==> config.mk <==
export PLATFORM = sky130hd
export DESIGN_NAME = instr_fetch
export DESIGN_NICKNAME = d
export VERILOG_FILES = /design/src/rtl/instr_fetch.sv
export SDC_FILE = /design/constraint.sdc
export NUM_CORES = 1
export LEC_CHECK = 0
export CORE_UTILIZATION = 50
export CTS_CLUSTER_SIZE = 28
export DETAILED_ROUTE_END_ITERATION = 10
export GPL_ROUTABILITY_DRIVEN = 0
export PLACE_DENSITY_LB_ADDON = 0.1
export SYNTH_ARGS = -nofsm -noshare
export SYNTH_HDL_FRONTEND = slang
export SYNTH_SLANG_ARGS = --single-unit
==> constraint.sdc <==
create_clock -name clk -period 8.7 [get_ports clk]
set_input_delay 1.74 -clock clk [delete_from_list [all_inputs] [get_ports clk]]
set_output_delay 1.74 -clock clk [all_outputs]
set_load 0.1 [all_outputs]
==> src/rtl/instr_fetch.sv <==
// Instruction fetch stage: owns the PC, issues one-at-a-time word reads to
// instruction memory, buffers responses in a small FIFO and presents
// {instr, pc, pc+4} to decode with a valid/ready handshake.
// Optional feature: define FETCH_PERF_CNT_EN to build the accepted-instruction
// counter on fetch_cnt_o. Without it, fetch_cnt_o is tied to zero.
module instr_fetch #(
    parameter logic [31:0] RESET_PC = 32'h0040_0000,
    parameter int unsigned DEPTH    = 2
) (
    input  logic        clk,
    input  logic        rst_n,
    output logic        imem_req_o,
    output logic [31:0] imem_addr_o,
    input  logic        imem_ack_i,
    input  logic        imem_rvalid_i,
    input  logic [31:0] imem_rdata_i,
    input  logic        redirect_i,
    input  logic [31:0] redirect_pc_i,
    output logic [31:0] instr_o,
    output logic [31:0] pc_o,
    output logic [31:0] pc_plus4_o,
    output logic        valid_o,
    input  logic        ready_i,
    output logic [31:0] fetch_cnt_o
);

    localparam int unsigned PtrW = (DEPTH > 1) ? $clog2(DEPTH) : 1;
    localparam int unsigned CntW = $clog2(DEPTH + 1);
    localparam logic [CntW-1:0] DepthCnt = CntW'(DEPTH);

    typedef enum logic [1:0] {
        StReq,
        StWait,
        StDrop
    } state_e;

    state_e          state_q;
    logic            run_q;
    logic [31:0]     fetch_pc_q;
    logic [31:0]     req_pc_q;
    logic [PtrW-1:0] rd_ptr_q;
    logic [PtrW-1:0] wr_ptr_q;
    logic [CntW-1:0] count_q;

    logic [31:0]     instr_mem [DEPTH];
    logic [31:0]     pc_mem    [DEPTH];

    logic            req_fire;
    logic            push;
    logic            pop;

    // A request needs a free slot for its response since only the FIFO can absorb it.
    // run_q keeps the request low during reset and the first cycle after release.
    assign imem_req_o  = run_q && (state_q == StReq) && !redirect_i && (count_q != DepthCnt);
    assign imem_addr_o = fetch_pc_q;
    assign req_fire    = imem_req_o & imem_ack_i;

    assign valid_o     = (count_q != '0);
    assign push        = (state_q == StWait) && imem_rvalid_i && !redirect_i;
    assign pop         = valid_o && ready_i && !redirect_i;

    assign instr_o     = instr_mem[rd_ptr_q];
    assign pc_o        = pc_mem[rd_ptr_q];
    assign pc_plus4_o  = pc_o + 32'd4;

    // Fetch FSM and PC: redirect outranks everything and never issues a request.
    always_ff @(posedge clk or negedge rst_n) begin
        if (!rst_n) begin
            state_q    <= StReq;
            run_q      <= 1'b0;
            fetch_pc_q <= RESET_PC;
            req_pc_q   <= RESET_PC;
        end else begin
            run_q <= 1'b1;
            if (redirect_i) begin
                fetch_pc_q <= {redirect_pc_i[31:2], 2'b00};
                case (state_q)
                    StReq:   state_q <= StReq;
                    // An outstanding response must still be swallowed.
                    StWait:  state_q <= imem_rvalid_i ? StReq : StDrop;
                    StDrop:  state_q <= imem_rvalid_i ? StReq : StDrop;
                    default: state_q <= StReq;
                endcase
            end else begin
                case (state_q)
                    StReq: begin
                        if (req_fire) begin
                            state_q    <= StWait;
                            req_pc_q   <= fetch_pc_q;
                            fetch_pc_q <= fetch_pc_q + 32'd4;
                        end
                    end
                    StWait:  if (imem_rvalid_i) state_q <= StReq;
                    StDrop:  if (imem_rvalid_i) state_q <= StReq;
                    default: state_q <= StReq;
                endcase
            end
        end
    end

    // FIFO pointers and occupancy; a redirect empties the buffer.
    always_ff @(posedge clk or negedge rst_n) begin
        if (!rst_n) begin
            rd_ptr_q <= '0;
            wr_ptr_q <= '0;
            count_q  <= '0;
        end else if (redirect_i) begin
            rd_ptr_q <= '0;
            wr_ptr_q <= '0;
            count_q  <= '0;
        end else begin
            if (push) wr_ptr_q <= wr_ptr_q + PtrW'(1);
            if (pop)  rd_ptr_q <= rd_ptr_q + PtrW'(1);
            if (push && !pop) begin
                count_q <= count_q + CntW'(1);
            end else if (pop && !push) begin
                count_q <= count_q - CntW'(1);
            end
        end
    end

    // FIFO storage; contents are only meaningful below count_q so no reset needed.
    always_ff @(posedge clk) begin
        if (push) begin
            instr_mem[wr_ptr_q] <= imem_rdata_i;
            pc_mem[wr_ptr_q]    <= req_pc_q;
        end
    end

`ifdef FETCH_PERF_CNT_EN
    logic [31:0] fetch_cnt_q;

    // Counts decode handshakes, including one that coincides with a redirect.
    always_ff @(posedge clk or negedge rst_n) begin
        if (!rst_n) begin
            fetch_cnt_q <= 32'h0;
        end else if (valid_o && ready_i) begin
            fetch_cnt_q <= fetch_cnt_q + 32'd1;
        end
    end

    assign fetch_cnt_o = fetch_cnt_q;
`else
    assign fetch_cnt_o = 32'h0;
`endif

endmodule

==> flow_summary.toml <==
[routing]
route.met3.wl_um = 1160
wirelength_um = 19000
wl_met1_um = 8800
topRoutingLayerUsed = "met4"
wl_met2_um = 8750
drtIter0Drc = 419
routedWlPerCell_um = 16.5
post-route-drc-count = 0
first_pass_iters = 7
num_vias = 6120
viasPerCell = 5.33
postRouteAntennaNets = 0

[clocking]
worst_skew_pair.late_latency_ns = 0.42
clk_pin_slew_ns = 0.07
htree_levels = 4
clock-sinks = 191
cts_tree = "done"
cts_resized = 0
cts_hold_buf = 0
cts_setup_buffers = 0
root_buffer = "clkbuf_16"
clockBufferDepth = 2
cts_made_buffers = 17

[synthesis]
synthTopCellsByArea = "edfxtp_1, dfrtp_1, mux2_2"
synth_most_common_cell = "nand2_1"
synth_edf_count = 124
ys_ff_latch = 191
ys.warnings.count = 0
synthFlopType = "edfxtp_1"
yosys-top-cells-count = "nand2_1, edfxtp_1, dfrtp_1"
synth_cell_types = 67
synth_top_cell_by_area = "edfxtp_1"
synth_top_cell_area_share_pct = 42.1
syn_avg_cell_area_um2 = 12.1
ys_seq_area_share_pct = 61.1
syn_area_um2 = 8840
netlist_instances = 729
async_flop_share_pct = 35.1

[timing]
slew_headroom_pct = 30.4
rsz0062_at_grt = "no"
post-route-period-util_pct = 72.4
fin_crit_ns = 6.30
holdWs_ns = 0.476
finalSetupViolations = 0
hold_viol = 0
maxSlewViolCount = 0
tightestPinTransition_ns = 1.04
setup_tns_ns = 0
fmax_mhz = 159
fin_ws_ns = 2.40
finClkSkew_ns = 0.00915

[setup_path]
r2r_cells = 8
end_kind = "primary output"
crit_fanout = 54
slowest_stage = "clkdlybuf4s50_1"
critical_path_depth = 9
critPathKind = "flop to primary output"
critPathLaunchType = "flop"
path_buf_inv = 3
required_ns = 6.96
crit_path_start = "rd_ptr_q"
r2r_start = "state_q[1]"
path_cells = "buf_4 > mux2i_1 > inv_1 > ha_1 > a21boi_2 > nand4_1 > nor3_1 > xor2_1 > clkdlybuf4s50_1"
cp_top_family = "buffers and inverters"
crit_path_max_incr_delay_ns = 1.16
critPathArrivalTime_ns = 4.56

[grt]
antenna_found_initial = 0
gr-total-overflow = 0
grt_use_total_pct = 21.4
grt_pass1_wl_um = 30300
grt_max_degree = 68
first_global_vias = 5962

[pwr]
power_per_cell_area_nw_per_um2 = 203
ir_drop_mv = 0.160
power_mw = 2.30
p_leak_nw = 4.28

[place]
port_buffers = 191
dpl.hpwl_um = 13000
dp_slack_ns = 2.82

[die]
die_area_um2 = 18200
start_util_pct = 51.1
io_pins = 232
rows = 48
die_h_um = 135
die_w_um = 135
core_um2 = 17300

[cells_and_area]
layout-drive-gt1-share_pct = 12.0
final_util_pct = 65.5
antennaDiodeCount = 0
layout.nets = 985
area_growth_pct = 28.3

[outcome]
outcome = "finished, final reports clean"

[job]
drv_cap = 0

[worst_hold_path]
min_from = "req_pc_q[22]"
min_path_type = "flop to flop"
hold_depth = 2
-- stage by stage --
| stage | cells | instance area, um^2 |
|---|---|---|
| after floorplan | 766 | 8980 |
| after global placement | 1117 | 10800 |
| after detailed placement | 1117 | 10800 |
| after CTS | 1149 | 11300 |
| after global routing | 1149 | 11300 |
| final | 1149 | 11300 |
-- final timing paths --
kind                       slack (ns)              end
setup / recovery                 2.40   pc_plus4_o[30]
hold / removal                   0.48     req_pc_q[22]
setup reg to reg                 6.32  imem_addr_o[21]
hold reg to reg                  0.48     req_pc_q[22]
max in group asynchronous        6.54         rd_ptr_q
min in group asynchronous        1.48  imem_addr_o[30]
-- registers in the layout, summed over array words and instances, names as in the netlist, 2 cells and up --
register	count
instr_mem	64
pc_mem	60
imem_addr_o	30
req_pc_q	30
count_q	2
state_q	2
-- power breakdown --
group	total [mW]	switching [mW]	leakage [nW]	internal [mW]
Clock	0.731	0.333	0.258	0.398
Combinational	0.437	0.329	2.07	0.108
Sequential	1.13	0.0731	1.95	1.06
-- kinds of logic after synthesis --
logic type | after synthesis | share of synthesized area (%)
multiplexers | 61 | 7.62
XOR/XNOR | 32 | 3.17
AND/OR/NAND/NOR | 262 | 14.4
flip-flops | 191 | 61.1
adder cells (fa/ha/maj) | 4 | 0.566
AO/OA/AOI/OAI | 85 | 6.94
other | 2 | 0.0850
buffers and inverters | 92 | 6.07
-- cells in the final DEF, fill, tap and decap left out, types with 8 or more instances in the layout --
cell	n
clkbuf_16	17
clkdlybuf4s50_1	190
conb_1	39
edfxtp_1	124
nor3_1	10
mux2i_1	11
o21ai_0	23
nand4_1	19
buf_4	8
nand2_1	135
a21oi_1	12
dfrtp_1	64
nand3_1	25
inv_1	19
xor2_1	14
xnor2_1	18
mux2_2	50
nor2_1	27
-- worst reg2reg max path: stages, from the launching register on --
cell,delay [ns]
dfrtp_1,0.37
inv_1,0.09
ha_1,0.19
nor2b_1,0.27
and3_1,0.22
buf_4,0.37
nand4_1,0.33
or3_1,0.39
nand3_1,0.09
-- layout make-up --
| cell class | instances | area [um^2] |
|---|---|---|
| Sequential cell | 191 | 5410 |
| Clock buffer | 18 | 429 |
| Tap cell | 225 | 282 |
| Timing Repair Buffer | 199 | 1970 |
| Clock inverter | 14 | 131 |
| Multi-Input combinational cell | 483 | 3050 |
| Inverter | 19 | 71.3 |
| Fill cell | 1282 | 5960 |
-- per-layer routing --
metal	track usage [%]	vias up
met1	30.2	2944
met2	33.3	230
met4	8.05	0
met5	0	-
li1	-	2927
met3	3.68	19
(Power assumes the default switching activity.)
